File: src/rtl/exmem_stage_reg.sv
`default_nettype none
// =============================================================================
// exmem_stage_reg : STAGES-deep EX/MEM register with stall, flush, forwarding
// Revision 1.0
// =============================================================================
module exmem_stage_reg #(
   parameter int DATA_W = 32,
   parameter int REG_W  = 5,
   parameter int STAGES = 1
) (
   input  logic                         clk,
   input  logic                         rst_n,
   input  logic                         ex_valid,
   input  logic [DATA_W-1:0]            ex_alu_out,
   input  logic [DATA_W-1:0]            ex_write_data,
   input  logic [REG_W-1:0]             ex_write_reg,
   input  logic                         ex_reg_write,
   input  logic                         ex_mem_to_reg,
   input  logic                         ex_mem_write,
   input  logic                         stall,
   input  logic                         flush,
   input  logic [REG_W-1:0]             fwd_src_reg,
   output logic                         mem_valid,
   output logic [DATA_W-1:0]            mem_alu_out,
   output logic [DATA_W-1:0]            mem_write_data,
   output logic [REG_W-1:0]             mem_write_reg,
   output logic                         mem_reg_write,
   output logic                         mem_mem_to_reg,
   output logic                         mem_mem_write,
   output logic                         fwd_hit,
   output logic [DATA_W-1:0]            fwd_data,
   output logic [$clog2(STAGES+1)-1:0]  occupancy
);

   localparam int c_OCC_W = $clog2(STAGES+1);

   logic              r_sliceValid     [STAGES];
   logic [DATA_W-1:0] r_sliceAluOut    [STAGES];
   logic [DATA_W-1:0] r_sliceWriteData [STAGES];
   logic [REG_W-1:0]  r_sliceWriteReg  [STAGES];
   logic              r_sliceRegWrite  [STAGES];
   logic              r_sliceMemToReg  [STAGES];
   logic              r_sliceMemWrite  [STAGES];

   logic              w_fwdHit;
   logic [DATA_W-1:0] w_fwdData;
   logic [c_OCC_W-1:0] w_occupancy;

   // Slice 0 is youngest; a flush kills valid/control but leaves data fields untouched.
   always_ff @(posedge clk or negedge rst_n) begin
      if (!rst_n) begin
         for (int k = 0; k < STAGES; k++) begin
            r_sliceValid[k]     <= 1'b0;
            r_sliceAluOut[k]    <= '0;
            r_sliceWriteData[k] <= '0;
            r_sliceWriteReg[k]  <= '0;
            r_sliceRegWrite[k]  <= 1'b0;
            r_sliceMemToReg[k]  <= 1'b0;
            r_sliceMemWrite[k]  <= 1'b0;
         end
      end else if (flush) begin
         for (int k = 0; k < STAGES; k++) begin
            r_sliceValid[k]    <= 1'b0;
            r_sliceRegWrite[k] <= 1'b0;
            r_sliceMemToReg[k] <= 1'b0;
            r_sliceMemWrite[k] <= 1'b0;
         end
      end else if (!stall) begin
         r_sliceValid[0]     <= ex_valid;
         r_sliceAluOut[0]    <= ex_alu_out;
         r_sliceWriteData[0] <= ex_write_data;
         r_sliceWriteReg[0]  <= ex_write_reg;
         r_sliceRegWrite[0]  <= ex_valid & ex_reg_write & (ex_write_reg != '0);
         r_sliceMemToReg[0]  <= ex_valid & ex_mem_to_reg;
         r_sliceMemWrite[0]  <= ex_valid & ex_mem_write;
         for (int k = 1; k < STAGES; k++) begin
            r_sliceValid[k]     <= r_sliceValid[k-1];
            r_sliceAluOut[k]    <= r_sliceAluOut[k-1];
            r_sliceWriteData[k] <= r_sliceWriteData[k-1];
            r_sliceWriteReg[k]  <= r_sliceWriteReg[k-1];
            r_sliceRegWrite[k]  <= r_sliceRegWrite[k-1];
            r_sliceMemToReg[k]  <= r_sliceMemToReg[k-1];
            r_sliceMemWrite[k]  <= r_sliceMemWrite[k-1];
         end
      end
   end

   // Scan oldest to youngest so the youngest matching slice wins.
   always_comb begin
      w_fwdHit  = 1'b0;
      w_fwdData = '0;
      for (int k = STAGES - 1; k >= 0; k--) begin
         if (r_sliceValid[k] && r_sliceRegWrite[k] &&
             (r_sliceWriteReg[k] == fwd_src_reg) && (fwd_src_reg != '0)) begin
            w_fwdHit  = 1'b1;
            w_fwdData = r_sliceAluOut[k];
         end
      end
   end

   always_comb begin
      w_occupancy = '0;
      for (int k = 0; k < STAGES; k++) begin
         w_occupancy = w_occupancy + c_OCC_W'(r_sliceValid[k]);
      end
   end

   assign mem_valid      = r_sliceValid[STAGES-1];
   assign mem_alu_out    = r_sliceAluOut[STAGES-1];
   assign mem_write_data = r_sliceWriteData[STAGES-1];
   assign mem_write_reg  = r_sliceWriteReg[STAGES-1];
   assign mem_reg_write  = r_sliceRegWrite[STAGES-1];
   assign mem_mem_to_reg = r_sliceMemToReg[STAGES-1];
   assign mem_mem_write  = r_sliceMemWrite[STAGES-1];
   assign fwd_hit        = w_fwdHit;
   assign fwd_data       = w_fwdData;
   assign occupancy      = w_occupancy;

endmodule
`default_nettype wire

File: config.mk
export PLATFORM = sky130hd
export DESIGN_NAME = exmem_stage_reg
export DESIGN_NICKNAME = d
export VERILOG_FILES = /design/src/rtl/exmem_stage_reg.sv
export SDC_FILE = /design/constraint.sdc
export NUM_CORES = 1
export LEC_CHECK = 0
export CORE_UTILIZATION = 37
export DETAILED_ROUTE_END_ITERATION = 16
export PLACE_DENSITY_LB_ADDON = 0.3
export SYNTH_ARGS = -nofsm -noshare
export SYNTH_HDL_FRONTEND = slang
export SYNTH_SLANG_ARGS = --single-unit
File: constraint.sdc
create_clock -name clk -period 4.7 [get_ports clk]
set_input_delay 1.41 -clock clk [delete_from_list [all_inputs] [get_ports clk]]
set_output_delay 1.41 -clock clk [all_outputs]
set_load 0.03 [all_outputs]
Word level (Yosys, flattened, before mapping)

Cells that the tools add are included.

Bitwise gates (word level): 6
Eq/ne operators: 2
Reductions and logical operators: 6
Multiplexer cells: 10

Operators by type and width:

| kind                                                  | count |
|---|---|
| two-way mux 32 bit                                    | 1 |
| nonzero test 5 bit                                    | 2 |
| two-way mux 1 bit                                     | 9 |
| equality test 5 bit                                   | 1 |
| bitwise AND 1 bit                                     | 4 |
| logical AND 1 bit                                     | 3 |
| inequality test 2 x 1 -> 1 bit, second input constant | 1 |
| inverter 1 bit                                        | 2 |
| AND reduction 2 bit                                   | 1 |

Flip-flop bits (word level): 73
Input port bits: 82
Output and inout bits: 107
Logic and storage cells: 31

Depth between registers and ports, before layout

Gate-level depths: netlist of run 1.

Word-level depth: 4
Gate-level depth with buffers: 5
Mapped depth without buffers: 3

Worst setup path after synthesis of run 1

OpenSTA, ideal clock, no wires.

Kind: input-to-output
Start: input port fwd_src_reg[1]
End: output port fwd_data[0]
Stages: 4
Path buffers: 1
Arrival time: 3.134 ns
Slack: 0.156 ns
Cells stage by stage: nor2b_1 or4_4 buf_6 nor4_1

Cells in the longest elaborated chain, start to end: 4
Elaborated cells on any way between the ends: 5
Those cells by class: 1 x eq/ne; 1 x mux; 3 x reduce/logical

RTL lines:

| element              | RTL line | source |
|---|---|---|
| start, declared      | 22       | `input logic [REG_W-1:0] fwd_src_reg,` |
| equality test 5 bit  | 94       | `(r_sliceWriteReg[k] == fwd_src_reg) && (fwd_src_reg != '0)) begin` |
| logical AND 1 bit    | 93       | `if (r_sliceValid[k] && r_sliceRegWrite[k] &&` |
| logical AND 1 bit *  | 94       |  |
| two-way mux 32 bit * | 93       |  |
| end, declared        | 31       | `output logic [DATA_W-1:0] fwd_data,` |

Mark *: on every way between the ends. The rest lies on a longest branch, timed or not.

Worst setup path in the final report of run 1

Start: input port fwd_src_reg[3]
End: output port fwd_data[2]

Same word-level chain as after synthesis.

==> run_results.csv, run 1 <==
group,metric,value,unit
timing,hold_violations,0,
critical_path,crit_fanout,33,
critical_path,rrSetupSlack,3.87,ns
routing,drt_iter0_markers,42,
layout,regArea,0.001827,sq mm
layout,fin_cells,568,
timing,worst-slew-pin-transition,0.9201,ns
clock_tree,numCtsBuffers,9,
routing,first_pass_iters,4,
routing,drt-total-wl,9206,um
critical_path,cp-end-kind,"primary output",
clock_tree,cts_tree,"yes",
routing,drc,0,
placed_design,hpwl,6685,um
grt,gr-usage-all-layers,0.1980,
pwr,power_frac_comb,0.333,
clock_tree,postCtsHoldBufs,0,
timing,fin_setup_tns,0,ns
logic_synthesis,synth_top_cell_by_area,"dfrtp_1",
logic_synthesis,syn-num-nets,352,
timing,timing.fmax,217.1,MHz
timing,finalCriticalPeriod,4.605,ns
layout,multi_input_area,0.001364,sq mm
pwr,ir_drop,0.2049,mV
routing,via_count,2825,
logic_synthesis,syn_area_per_cell,12.52,sq um
clock_tree,clockBufferDepth,2,
pwr,p_seq_frac,0.402,
clock_tree,cts_resized,0,
flow_run,drv_cap,0,
routing,wl_per_cell,16.21,um
critical_path,required,3.29,ns
pwr,switchingPower,653.1,uW
clock_tree,h-tree-depth,3,
critical_path,path_class,"in -> out",
layout,n_fill_cell,713,
pwr,p_leak,0.002209,uW
grt,grt_start_max_net_pins,74,
logic_synthesis,syn_area,0.003379,sq mm
logic_synthesis,synth.distinct_cells,27,
pwr,swShare,0.3407,
floorplanning,coreArea,0.008763,sq mm
logic_synthesis,ys_top_cells_by_area,"dfrtp_1 54%, mux2_2 15%, nor4_2 11%",
grt,antenna_found_initial,0,
layout,diodes,0,
logic_synthesis,yosysSeqAreaShare,0.5405,
timing,finalSetupViolCount,0,
floorplanning,start_util,0.3856,
clock_tree,cts_root_buffer,"clkbuf_8",
logic_synthesis,synth_cells,270,
critical_path,arrival,3.20,ns
floorplanning,rows,34,
clock_tree,cts_sinks,73,
layout,final_util,0.6245,
logic_synthesis,yosys_warnings,0,
placed_design,gp_congestion,0.7298,
timing,max_slew_margin,0.3866,
critical_path,start_kind,"input pin",
grt,grt_pass1_wl,15100,um
logic_synthesis,synth-seq-cells,73,
logic_synthesis,synthArstFlopShare,1.000,
floorplanning,dieArea,0.009520,sq mm
pwr,p_int,1264,uW
logic_synthesis,synth_flop_cell,"dfrtp_1",
grt,grt_overflow,0,
timing,rsz0062_at_grt,"no",
outcome,status,"finished clean",
routing,detail-route-antenna-nets,0,
clock_tree,cts_setup_buffers,0,
logic_synthesis,synth_edf_count,0,
floorplanning,io_pins,189,
placed_design,placedCellCount,552,
hold_path,hold_path_class,"reg -> reg",
floorplanning,dieWidth,97.57,um
clock_tree,clk_pin_slew_worst_paths,0.08,ns
layout,layout.nets,537,
placed_design,io_buffers,188,
pwr,power_density,350.3,mW/mm^2
routing,via_per_inst,4.974,
timing,fin_crit_sh,0.9799,
floorplanning,dieHeight,97.57,um
pwr,pwr-share-clk,0.265,
layout,layout-area-overhead-vs-synth,61.94,%
logic_synthesis,synth_top_cell_area_share,0.5405,
clock_tree,clock_latency,0.34,ns
timing,fin_skew,0,ns
layout,drive_above_1_share,0.2957,
timing,final_max_slew_viol_count,0,
grt,first_global_vias,2979,
-- per-layer routing --
metal / up-vias / GRT usage / routed length [um]
li1: 1306 / - / -
met1: 1376 / 0.2533 / 3912
met2: 138 / 0.3168 / 4382
met3: 5 / 0.06475 / 832
met4: 0 / 0.06448 / 79
met5: - / 0 / 0
-- worst max-delay path, stage by stage --
cell and delay (ns):
clkdlybuf4s50_1 0.43, xor2_1 0.15, or4_4 0.51, buf_12 0.20, nor4_1 0.26, buf_4 0.21
-- cells by family after synthesis --
kind of cell,Yosys count,share of synthesized area
xor gates and xnor gates,3,0.009999
and+or+nand+nor,82,0.1792
muxes,52,0.1733
AOI/OAI and AO/OA,23,0.03665
buffers and inverters,37,0.06035
DFF,73,0.5405
-- final cells by class --
type                       instances  share of cell area
inverter                          17             0.01166
clock buffer                      10             0.02515
tap                              108             0.02469
timing repair buffer             194              0.3434
sequential                        73              0.3338
clock inverter                     6             0.01212
multi-input combinational        160              0.2492
-- power groups by stage --
stage | combinational (uW) | clock, uW | sequential (uW)
5_1_grt | 672 | 549 | 783
3_3_place_gp | 634 | 0 | 778
6_report | 639 | 507 | 771
2_1_floorplan | 163 | 0 | 950
4_1_cts | 646 | 521 | 772
3_5_place_dp | 643 | 0 | 784
-- stage by stage --
stage	power, uW	area, sq um	hold WS (ns)	worst slack, ns
2_1_floorplan	1113	3379	0.6594	0.1563
3_3_place_gp	1412	5269	0.4891	0.1158
3_5_place_dp	1427	5269	0.4976	0.1075
4_1_cts	1939	5473	0.5140	0.1014
5_1_grt	2004	5473	0.5338	0.02211
6_report	1917	5473	0.5104	0.09453
-- synthesized netlist by cell type (2+ instances only) --
library cell   n
mux2_2        46
nor4_2        29
dfrtp_1       73
xor2_1         2
nor4_1         3
mux2_1         6
nand2_1       37
clkbuf_1       4
a21oi_1        3
or4_1          2
inv_1         17
o21ai_0       17
nand2b_1       2
nor2b_1        2
buf_2          7
buf_6          7
nor2_1         3
-- cell usage in the layout, fill, tap and decap left out --
| cell type | n |
|---|---|
| a21oi_1 | 3 |
| a21oi_4 | 1 |
| a22oi_1 | 1 |
| buf_12 | 3 |
| buf_4 | 37 |
| bufinv_16 | 1 |
| clkbuf_8 | 10 |
| clkdlybuf4s50_1 | 154 |
| clkinv_2 | 1 |
| clkinvlp_4 | 3 |
| dfrtp_1 | 73 |
| inv_1 | 17 |
| inv_6 | 1 |
| mux2_1 | 6 |
| mux2_2 | 46 |
| nand2_1 | 37 |
| nand2b_1 | 2 |
| nand3_2 | 1 |
| nand3b_1 | 1 |
| nor2_1 | 2 |
| nor2_4 | 1 |
| nor2b_1 | 2 |
| nor3_1 | 1 |
| nor4_1 | 3 |
| nor4_2 | 29 |
| o211ai_1 | 1 |
| o21ai_0 | 17 |
| or4_1 | 2 |
| or4_4 | 1 |
| xnor2_2 | 1 |
| xor2_1 | 2 |
-- worst paths after layout --
path                              startpoint           endpoint  cells after the start
min                        mem_write_data[1]  mem_write_data[1]                      1
min in group asynchronous              rst_n    mem_alu_out[10]                      1
max                           fwd_src_reg[3]        fwd_data[2]                      6
min reg2reg                mem_write_data[1]  mem_write_data[1]                      1
max in group asynchronous              rst_n   mem_write_reg[4]                      1
max reg2reg                 mem_write_reg[3]   mem_write_reg[3]                      1
(Power assumes the default switching activity.)
==> run 2, diff against run 1 <==
--- a/config.mk
+++ b/config.mk
@@ -5,7 +5,7 @@
 export SDC_FILE = /design/constraint.sdc
 export NUM_CORES = 1
 export LEC_CHECK = 0
-export CORE_UTILIZATION = 37
+export CORE_UTILIZATION = 42
 export DETAILED_ROUTE_END_ITERATION = 16
 export PLACE_DENSITY_LB_ADDON = 0.3
 export SYNTH_ARGS = -nofsm -noshare
==> run 2 against run 1 <==
  * Via count shrank 1.2%
  * Sequential share of layout area shrank 0.27 points
  * Sequential power is essentially flat
==> run_results.csv, run 2 (synthesis results as in run 1) <==
group,metric,value,unit
timing,finalSetupViolCount,0,
critical_path,start_kind,"input pin",
grt,first_global_vias,2958,
timing,finalCriticalPeriod,4.605,ns
placed_design,gp_congestion,0.7902,
pwr,ir_drop,0.2113,mV
critical_path,path_class,"in -> out",
hold_path,hold_path_class,"reg -> reg",
clock_tree,numCtsBuffers,9,
critical_path,required,3.29,ns
routing,drt-total-wl,8958,um
critical_path,arrival,3.19,ns
layout,diodes,0,
grt,grt_pass1_wl,14760,um
floorplanning,coreArea,0.007767,sq mm
flow_run,drv_cap,0,
timing,rsz0062_at_grt,"no",
placed_design,post-place-ws,0.06963,ns
routing,via_per_inst,4.947,
clock_tree,h-tree-depth,3,
floorplanning,rows,32,
placed_design,placed_area,0.005284,sq mm
timing,worst-slew-pin-transition,0.9252,ns
clock_tree,cts_root_buffer,"clkbuf_8",
layout,n_fill_cell,571,
pwr,power_density,350.5,mW/mm^2
timing,timing.fmax,217.2,MHz
grt,grt_start_max_net_pins,74,
floorplanning,io_pins,189,
timing,max_slew_margin,0.3832,
routing,first_pass_iters,4,
outcome,status,"finished clean",
floorplanning,dieHeight,91.70,um
layout,drive_above_1_share,0.3009,
routing,detail-route-antenna-nets,0,
floorplanning,dieArea,0.008409,sq mm
pwr,p_leak,0.002232,uW
layout,layout.nets,540,
layout,final_cell_mix,"154 x clkdlybuf4s50_1, 73 x dfrtp_1, 46 x mux2_2",
routing,drc,0,
critical_path,crit_fanout,15,
timing,fin_crit_sh,0.9797,
routing,drt_iter0_markers,87,
grt,antenna_found_initial,0,
layout,mostFrequentLayoutCell,"clkdlybuf4s50_1",
timing,fin_skew,0,ns
layout,layout-area-overhead-vs-synth,63.27,%
grt,gr-usage-all-layers,0.2263,
layout,fin_area,0.005518,sq mm
timing,hold_violations,0,
clock_tree,clk_pin_slew_worst_paths,0.08,ns
grt,grt_overflow,0,
clock_tree,cts_sinks,73,
timing,fin_setup_tns,0,ns
placed_design,io_buffers,188,
placed_design,hpwl,6591,um
clock_tree,clockBufferDepth,2,
clock_tree,clock_latency,0.33,ns
clock_tree,cts_tree,"yes",
floorplanning,start_util,0.4351,
timing,worst_slack,0.09524,ns
critical_path,cp-end-kind,"primary output",
layout,final_util,0.7104,
timing,final_max_slew_viol_count,0,
routing,wl_per_cell,15.88,um
floorplanning,dieWidth,91.70,um
routing,via_count,2790,
==> run 2: area by class of cell <==
class	instances	area, sq um	share of cell area
repair buffers	197	1906	0.3454
flip-flops and latches	73	1827	0.3311
multi-input cells	160	1385	0.2510
clock buffers	10	127.6	0.02313
well taps	102	127.6	0.02313
clock inverters	5	81.33	0.01474
inverters	17	63.81	0.01156
==> run 2: timing repair <==
| item | 4_1_cts | 5_1_grt |
|---|---|---|
| hold buffers | 0 | 0 |
| setup buffers | 0 | 0 |
| endpoints found under the hold margin | 0 | 0 |
| gates resized for setup | 0 | 4 |
| endpoints found under the setup margin | 0 | 4 |
==> run 2: power by group <==
| part | total [uW] | internal (uW) | switching [uW] |
|---|---|---|---|
| combinational | 640 | 289 | 351 |
| clock | 523 | 296 | 227 |
| sequential | 771 | 714 | 56.4 |
| total | 1930 | 1300 | 635 |
==> run 2: path summary, 6_finish.rpt <==
kind / slack [ns] / from / cells past startpoint / endpoint
setup / recovery: 0.1 / fwd_src_reg[3] / 6 / fwd_data[2]
hold / removal: 0.51 / mem_write_data[29] / 1 / mem_write_data[29]
setup reg to reg: 3.87 / mem_alu_out[9] / 1 / mem_alu_out[9]
hold reg to reg: 0.51 / mem_write_data[29] / 1 / mem_write_data[29]
max in group asynchronous: 2.88 / rst_n / 1 / mem_alu_out[8]
min in group asynchronous: 1.18 / rst_n / 1 / mem_alu_out[6]
==> run 2: layer usage <==
metal  up-vias  GRT usage  routed length, um
met5         -          0                  0
met4         0    0.08854                183
met3        15    0.05970                733
met2       134     0.3759               4411
met1      1329     0.2822               3630
li1       1312          -                  -
==> run 2: critical path, cell delays in order <==
cell	delay, ns
clkdlybuf4s50_1	0.41
xor2_1	0.16
or4_4	0.55
buf_6	0.20
nor4_2	0.25
buf_4	0.21
==> run 2: per-stage QoR <==
step	std cells	power [uW]	hold WS, ns
after floorplan	270	1113	0.6594
after global placement	549	1408	0.4889
after detailed placement	549	1423	0.4955
after CTS	564	1952	0.5136
after global routing	564	2018	0.5284
final	564	1934	0.5095
